**src/rtl/pid_seq_if.sv**
```systemverilog
// Pitch-in / motor-drive-out bundle for the balance PID sequencer.
// The sequencer takes the slave side; the sample source and drive consumer take master.
interface pid_seq_if;
    logic               vld;
    logic signed [15:0] ptch;
    logic               pwr_up;
    logic               rider_off;
    logic               busy;
    logic [10:0]        mtr_duty;
    logic               rev;
    logic               duty_vld;
    logic               drop;

    modport master (
        output vld, ptch, pwr_up, rider_off,
        input  busy, mtr_duty, rev, duty_vld, drop
    );

    modport slave (
        input  vld, ptch, pwr_up, rider_off,
        output busy, mtr_duty, rev, duty_vld, drop
    );
endinterface

```
**src/rtl/pid_seq.sv**
```systemverilog
// Balance PID sequencer: pitch sample -> saturated err, integral, derivative, duty/dir.
// Latency: duty_vld 5 cycles after accepted vld; no backpressure, vld while busy is dropped.
module pid_seq #(
    parameter int          D_QUEUE_DEPTH = 2,
    parameter logic [10:0] MIN_DUTY      = 11'h3D4
) (
    input logic        clk,
    input logic        rst,
    pid_seq_if.slave   bus
);
    typedef enum logic [2:0] {IDLE, SAT, INTEG, DERIV, CALC} state_t;

    state_t             state_q, state_d;
    logic signed [15:0] ptch_q, ptch_d;
    logic signed [9:0]  err_q, err_d;
    logic signed [17:0] integ_q, integ_d;
    logic signed [9:0]  queue_q [D_QUEUE_DEPTH];
    logic signed [9:0]  queue_d [D_QUEUE_DEPTH];
    logic signed [6:0]  diff_q, diff_d;
    logic [10:0]        mtr_duty_q, mtr_duty_d;
    logic               rev_q, rev_d;
    logic               duty_vld_q, duty_vld_d;
    logic               drop_q, drop_d;

    // Datapath helpers for each stage
    logic signed [9:0]  sat_err;
    logic signed [18:0] integ_sum;
    logic signed [17:0] integ_sat;
    logic signed [9:0]  old_err;
    logic signed [10:0] diff11;
    logic signed [6:0]  diff_sat;
    logic signed [12:0] diff13, d_term, err13, p_term, ei13, i_term, pid;
    logic [12:0]        abs_pid, duty13;
    logic [10:0]        duty_sat;

    assign sat_err = (ptch_q > 16'sd511)  ? 10'sd511 :
                     (ptch_q < -16'sd512) ? -10'sd512 : ptch_q[9:0];

    assign integ_sum = {integ_q[17], integ_q} + {{9{err_q[9]}}, err_q};
    // A sign mismatch between the top two sum bits is a signed overflow
    assign integ_sat = (integ_sum[18] != integ_sum[17]) ?
                       (integ_sum[18] ? 18'sh20000 : 18'sh1FFFF) : integ_sum[17:0];

    assign old_err  = bus.rider_off ? 10'sd0 : queue_q[D_QUEUE_DEPTH-1];
    assign diff11   = {err_q[9], err_q} - {old_err[9], old_err};
    assign diff_sat = (diff11 > 11'sd63)  ? 7'sd63 :
                      (diff11 < -11'sd63) ? -7'sd63 : diff11[6:0];

    assign diff13 = {{6{diff_q[6]}}, diff_q};
    assign d_term = diff13 * 13'sd9;
    assign err13  = {{3{err_q[9]}}, err_q};
    assign p_term = (err13 >>> 1) + (err13 >>> 2);
    assign ei13   = {{3{integ_q[17]}}, integ_q[17:8]};
    assign i_term = ei13 >>> 1;
    assign pid    = d_term + p_term + i_term;
    assign abs_pid  = pid[12] ? 13'(-pid) : 13'(pid);
    assign duty13   = {2'b00, MIN_DUTY} + abs_pid;
    assign duty_sat = (duty13[12:11] != 2'b00) ? 11'h7FF : duty13[10:0];

    always_comb begin
        state_d    = state_q;
        ptch_d     = ptch_q;
        err_d      = err_q;
        integ_d    = integ_q;
        queue_d    = queue_q;
        diff_d     = diff_q;
        mtr_duty_d = mtr_duty_q;
        rev_d      = rev_q;
        duty_vld_d = 1'b0;
        drop_d     = 1'b0;

        if (!bus.pwr_up) begin
            state_d    = IDLE;
            integ_d    = '0;
            for (int i = 0; i < D_QUEUE_DEPTH; i++) queue_d[i] = '0;
            mtr_duty_d = '0;
            rev_d      = 1'b0;
        end else begin
            if (bus.vld && state_q != IDLE) drop_d = 1'b1;
            case (state_q)
                IDLE: begin
                    if (bus.vld) begin
                        ptch_d  = bus.ptch;
                        state_d = SAT;
                    end
                end
                SAT: begin
                    err_d   = sat_err;
                    state_d = INTEG;
                end
                INTEG: begin
                    integ_d = integ_sat;
                    state_d = DERIV;
                end
                DERIV: begin
                    diff_d = diff_sat;
                    for (int i = D_QUEUE_DEPTH - 1; i > 0; i--) queue_d[i] = queue_q[i-1];
                    queue_d[0] = err_q;
                    state_d    = CALC;
                end
                CALC: begin
                    mtr_duty_d = duty_sat;
                    rev_d      = pid[12];
                    duty_vld_d = 1'b1;
                    state_d    = IDLE;
                end
                default: state_d = IDLE;
            endcase
            // Rider-off clearing overrides any stage update this cycle
            if (bus.rider_off) begin
                integ_d = '0;
                for (int i = 0; i < D_QUEUE_DEPTH; i++) queue_d[i] = '0;
            end
        end
    end

    always_ff @(posedge clk) begin
        if (rst) begin
            state_q    <= IDLE;
            ptch_q     <= '0;
            err_q      <= '0;
            integ_q    <= '0;
            for (int i = 0; i < D_QUEUE_DEPTH; i++) queue_q[i] <= '0;
            diff_q     <= '0;
            mtr_duty_q <= '0;
            rev_q      <= 1'b0;
            duty_vld_q <= 1'b0;
            drop_q     <= 1'b0;
        end else begin
            state_q    <= state_d;
            ptch_q     <= ptch_d;
            err_q      <= err_d;
            integ_q    <= integ_d;
            queue_q    <= queue_d;
            diff_q     <= diff_d;
            mtr_duty_q <= mtr_duty_d;
            rev_q      <= rev_d;
            duty_vld_q <= duty_vld_d;
            drop_q     <= drop_d;
        end
    end

    assign bus.busy     = (state_q != IDLE);
    assign bus.mtr_duty = mtr_duty_q;
    assign bus.rev      = rev_q;
    assign bus.duty_vld = duty_vld_q;
    assign bus.drop     = drop_q;
endmodule

```
**src/flat_wrapper.sv**
```systemverilog
// flat-port wrapper written by rule: the top's interface ports become plain ports
module pid_seq_flat 
#(
    parameter int          D_QUEUE_DEPTH = 2,
    parameter logic [10:0] MIN_DUTY      = 11'h3D4
)
  (clk, rst, bus_vld, bus_ptch, bus_pwr_up, bus_rider_off, bus_busy, bus_mtr_duty, bus_rev, bus_duty_vld, bus_drop);
  pid_seq_if bus_i ();
  input logic clk;
  input logic rst;
  input wire logic [$bits(bus_i.vld)-1:0] bus_vld;
  input wire logic [$bits(bus_i.ptch)-1:0] bus_ptch;
  input wire logic [$bits(bus_i.pwr_up)-1:0] bus_pwr_up;
  input wire logic [$bits(bus_i.rider_off)-1:0] bus_rider_off;
  output wire logic [$bits(bus_i.busy)-1:0] bus_busy;
  output wire logic [$bits(bus_i.mtr_duty)-1:0] bus_mtr_duty;
  output wire logic [$bits(bus_i.rev)-1:0] bus_rev;
  output wire logic [$bits(bus_i.duty_vld)-1:0] bus_duty_vld;
  output wire logic [$bits(bus_i.drop)-1:0] bus_drop;
  assign bus_i.vld = bus_vld;
  assign bus_i.ptch = bus_ptch;
  assign bus_i.pwr_up = bus_pwr_up;
  assign bus_i.rider_off = bus_rider_off;
  assign bus_busy = bus_i.busy;
  assign bus_mtr_duty = bus_i.mtr_duty;
  assign bus_rev = bus_i.rev;
  assign bus_duty_vld = bus_i.duty_vld;
  assign bus_drop = bus_i.drop;
  pid_seq #(.D_QUEUE_DEPTH(D_QUEUE_DEPTH), .MIN_DUTY(MIN_DUTY)) u_core (.clk(clk), .rst(rst), .bus(bus_i));
endmodule
```
**config.mk**
```make
export PLATFORM = sky130hd
export DESIGN_NAME = pid_seq_flat
export DESIGN_NICKNAME = d
export VERILOG_FILES = /design/src/rtl/pid_seq_if.sv /design/src/rtl/pid_seq.sv /design/src/flat_wrapper.sv
export SDC_FILE = /design/constraint.sdc
export NUM_CORES = 1
export LEC_CHECK = 0
export BUFFER_PORTS_ARGS = -buffer_cell sky130_fd_sc_hd__buf_2
export CAP_MARGIN = 20
export CORE_MARGIN = 2
export CORE_UTILIZATION = 62
export CTS_BUF_LIST = sky130_fd_sc_hd__clkbuf_8
export DETAILED_ROUTE_END_ITERATION = 6
export GPL_ROUTABILITY_DRIVEN = 0
export HOLD_SLACK_MARGIN = 0.06
export PLACE_DENSITY = 0.81
export SLEW_MARGIN = 0
export SYNTH_ARGS = -nofsm -noshare
export SYNTH_HDL_FRONTEND = slang
export SYNTH_SLANG_ARGS = --single-unit
export TNS_END_PERCENT = 20
```
**constraint.sdc**
```tcl
create_clock -name clk -period 17.19 [get_ports clk]
set_input_delay 2.5785 -clock clk [delete_from_list [all_inputs] [get_ports clk]]
set_output_delay 2.5785 -clock clk [all_outputs]
set_load 0.02 [all_outputs]
```
==> impl_summary.md <==
STA
The routed design could run at a clock period as short as around 6.3 ns. For the pin with the worst max-slew slack, the measured transition is approximately 0.79 ns. Summed over all failing endpoints, the final setup total negative slack is 0 ns. The portion of the clock cycle consumed by the worst path in the final layout is about 37%. The clock skew after layout is 0.0119 ns. The maximum frequency from static timing analysis is 158 MHz. Headroom to the max-slew limit came out at 47.3%. The max-slew violation count came to 0. Setup violations remaining at the end of the flow were counted as 0.

The hold violation count in the final report is 0. Setup repair after global routing left no endpoint under its margin.

Routing
The total wire length after detailed routing is around 15000 µm. The final antenna-violating net count is 0. The DRC violation count after routing is 0. After the first detailed-routing iteration, the DRC count stood at roughly 350. The mean number of vias per cell is around 5.9. For this run, the detailed router's first-pass iteration total came to 4.

The average wire per cell in the routed design is approximately 15 µm. The final route contains 5930 vias.

Synth
The XOR/XNOR share of the synthesized area is 6.94%. The sequential area share after synthesis is 26.8%. A synthesized cell averages 7.80 µm². In this run the cell area of the synthesized design comes to between 6000 and 7000 µm². Of all flip-flops after synthesis, the portion carrying an async set or reset was 0%. The number of nets produced by synthesis is between 900 and 1000. The total of warnings raised by yosys is 0. The compound-gate portion of the synthesized area is a little under a quarter. The most area-hungry cell type in the Yosys netlist is dfxtp_1. In this run, synthesis inferred 0 flip-flops with an integrated enable. The synthesized design contains 88 register bits. The top flip-flop cell by instance count after synthesis is dfxtp_1. The most repeated cell in the gate-level netlist after synthesis is nand2_1. By area, the combinational part of the netlist is dominated by compound AO/OA/AOI/OAI gates.

Of the post-synthesis cell area, the dominant cell type holds a little over a quarter. After Yosys synthesis, full adders, half adders and majority gates account for between 10% and 20% of the synthesized area. By count the netlist is led by nand2_1, a21oi_1, dfxtp_1.

Summing the areas of all and, or, nand and nor instances in the mapped netlist gives 19.0% of the synthesized area. Of the post-synthesis cell area, the part taken by muxes is less than 1%. After synthesis, the cell types taking the most area are dfxtp_1, ha_1, a21oi_1, nand2_1, fa_1. The distinct cell type count after synthesis is 63.

The number of instances in the synthesized netlist is ~840.

Critical path
The category of the worst setup path capture point is a flop. The data arrival at the endpoint of the critical path is around 6.6 ns. Among all stages on the critical path, the largest delay is contributed by a2111oi_1. Traced cell by cell, the critical path runs through ha_1, ha_1, fa_1, a21o_1, a21oi_1, nor2b_1, o21ai_0, xor2_1, fa_1, inv_1, ha_1, a2111oi_1, a21oi_1, a221oi_1, nor3_2, a21oi_1, xnor2_1, ha_1, nand2b_1, or4_1, a22oi_2, and2b_1, a31oi_1. The required time at the endpoint of the critical path is roughly 17 ns. The type of the worst setup path is flop to flop. The peak fanout along the critical path is 8. Together, buffers and inverters on the worst path number 1. The worst-case reg-to-reg path depth is 23. The category of the worst setup path launch point is a flop. The most frequent cell on the critical path is ha_1. In this run the register-to-register setup slack is approximately 11 ns. The capture instance of the worst register-to-register path is u_core.bus.mtr_duty[4]. The largest single stage delay on the critical path is roughly 0.62 ns.

The worst register-to-register path begins at u_core.diff_q[4]. Broken down by cell family, the worst path's largest delay share belongs to compound AO/OA/AOI/OAI gates.

Cells and area
The sequential cells in the finished layout cover a total of around 1800 µm². 0 antenna diodes ended up in the layout. Cells with a size suffix above 1 make up a little under 8% of the layout. The finished cells cover about 7000 µm².

The multi-input combinational cells in the finished layout cover a total of approximately 4400 µm². Relative to the synthesized area, the layout overhead comes to 7.42%. The number of standard cells in the layout, taps in and fillers out is around 1000. For this run, the post-layout net count is 961.

Fill cells in the final layout number between 800 and 900.

Hold path
The cell depth of the worst min-delay path is 2. The worst hold path belongs to the class flop to flop. The source of the worst hold timing path is u_core.queue_q[10]. For hold timing, the worst endpoint is u_core.queue_q[0].

Flow run
Max-cap violations in this run came to 0.

Clock network
The hold buffer count at CTS is 0. The clock passes through at most 2 buffers. The number of sinks driven by the clock tree is slightly below 90.

The clock tree from TritonCTS is built. Clock latency on the worst-skew pair, taken at its later pin, is approximately 0.36 ns. The number of buffers inserted during clock tree synthesis is 9. The H-tree depth is 3.

After clock tree synthesis, the clock-pin slew on the worst setup and hold paths is roughly 0.1 ns. The CTS root buffer is clkbuf_8. The number of buffers inserted to repair setup after CTS is 0.

The count of instances resized after the clock tree is built is 0.

Placed design
Detailed placement ended at an HPWL of roughly 12000 µm. Buffers placed on the I/O ports in this run total 35. Once placement completed, the tool counted placed cells totaling roughly 1000. Summing all placed instances gives a cell area of 6830 µm².

Global routing
Entering global routing, the biggest net connects 37 pins. The number of global-route vias before repair came to 5737. The wire length of the first global-routing pass is 25600 µm. The initial antenna violation count came to 0. Summed over all layers, the global routing overflow is 0.

The total routing usage reported by global routing is about 28%.

Power
The worst-case IR drop observed on VDD is between 0.06 and 0.07 mV. For this design the static power due to leakage is approximately 3.1 nW. The power per cell area is 60.2 nW/µm².

Die
The floorplan step set the die height to 107 µm. In this run the horizontal extent of the chip is between 100 and 150 µm. The floorplan has 37 rows. Pin placement for this block handled 36 I/O pins.

The die outline area is around 11000 µm². The region available for standard cell placement spans a little over 10000 µm². The effective utilization at floorplan is 63.6%.

Status
The flow ran to the end, and the final reports show no timing, DRC or antenna violations.
stage by stage:
step / power [mW] / util, % / worst slack, ns / hold slack, ns
global placement: 0.260 / 66.1 / 11.20 / 0.437
finish: 0.425 / 68.3 / 10.86 / 0.458
CTS: 0.426 / 68.3 / 10.84 / 0.458
floorplan: 0.250 / - / 11.60 / 0.432
global route: 0.441 / 68.3 / 10.33 / 0.480
detailed placement: 0.262 / 66.1 / 10.86 / 0.445
how the worst max path moves through the flow:
stage                      from                     end  slack [ns]  depth (start not counted)
3_3_place_gp   u_core.diff_q[1]  u_core.bus.mtr_duty[4]       11.20                         23
4_1_cts        u_core.diff_q[4]  u_core.bus.mtr_duty[4]       10.84                         23
3_5_place_dp   u_core.diff_q[4]  u_core.bus.mtr_duty[4]       10.86                         23
6_report       u_core.diff_q[4]  u_core.bus.mtr_duty[4]       10.86                         23
5_1_grt        u_core.diff_q[4]  u_core.bus.mtr_duty[4]       10.33                         23
2_1_floorplan  u_core.diff_q[1]  u_core.bus.mtr_duty[4]       11.60                         24
cell type report:
| cell class | count | area share (%) |
|---|---|---|
| clock buffers | 9 | 1.76 |
| clock inverters | 7 | 1.44 |
| inverters | 68 | 3.62 |
| multi-input cells | 656 | 62.8 |
| flip-flops and latches | 88 | 25.0 |
| well taps | 136 | 2.41 |
| repair buffers | 40 | 3.02 |
worst reg2reg max path, stage by stage, from the launching register on:
cell and delay, ns:
dfxtp_1 0.39, ha_1 0.25, ha_1 0.23, fa_1 0.42, a21o_1 0.18, a21oi_1 0.21, nor2b_1 0.07, o21ai_0 0.23
xor2_1 0.13, fa_1 0.49, inv_1 0.04, ha_1 0.25, a2111oi_1 0.62, a21oi_1 0.08, a221oi_1 0.61, nor3_2 0.18
a21oi_1 0.20, xnor2_1 0.08, ha_1 0.21, nand2b_1 0.18, or4_1 0.55, a22oi_2 0.17, and2b_1 0.32, a31oi_1 0.13
sequential cells by signal, summed over array words and instances (netlist names):
register / flops
u_core.queue_q: 20
u_core.integ_q: 18
u_core.bus.mtr_duty: 11
u_core.state_q: 3
u_core.bus.duty_vld: 1
u_core.diff_q: 7
u_core.bus.drop: 1
u_core.bus.rev: 1
u_core.err_q: 10
u_core.ptch_q: 16
cell usage in the layout (no fill, tap or decap), types with 7 or more instances in the layout:
master and count:
inv_1 68, nor3b_1 7, nor2_1 47, nand2b_1 17
nand2_1 119, clkbuf_8 9, buf_2 35, nor3_1 14
a21oi_1 96, nor2b_1 15, xor2_1 20, xnor2_1 32
a21o_1 22, a211oi_1 11, ha_1 60, nand3_1 16
fa_1 17, o21ai_0 65, dfxtp_1 88
logic make-up after synthesis:
| family | count (synthesis) |
|---|---|
| adder cells (fa/ha/maj) | 83 |
| AO/OA/AOI/OAI | 250 |
| flip-flops | 88 |
| buffers and inverters | 98 |
| AND/OR/NAND/NOR | 268 |
| multiplexers | 3 |
| XOR/XNOR | 52 |
metal layers:
layer  vias up  GRT usage [%]  part of all wire [%]
met2       146           50.4                    50
met5         -              0                     0
li1       2979              -                     -
met4         0           11.0                   3.0
met1      2771           32.7                    43
met3        34           3.59                   3.6
power by group:
part | total, mW | internal, mW | switching (mW)
clock network | 0.167 | 0.0838 | 0.0831
logic | 0.0486 | 0.0189 | 0.0297
registers | 0.209 | 0.206 | 0.00282
total | 0.425 | 0.309 | 0.116
Note: power is estimated with default switching activity, not from simulation.
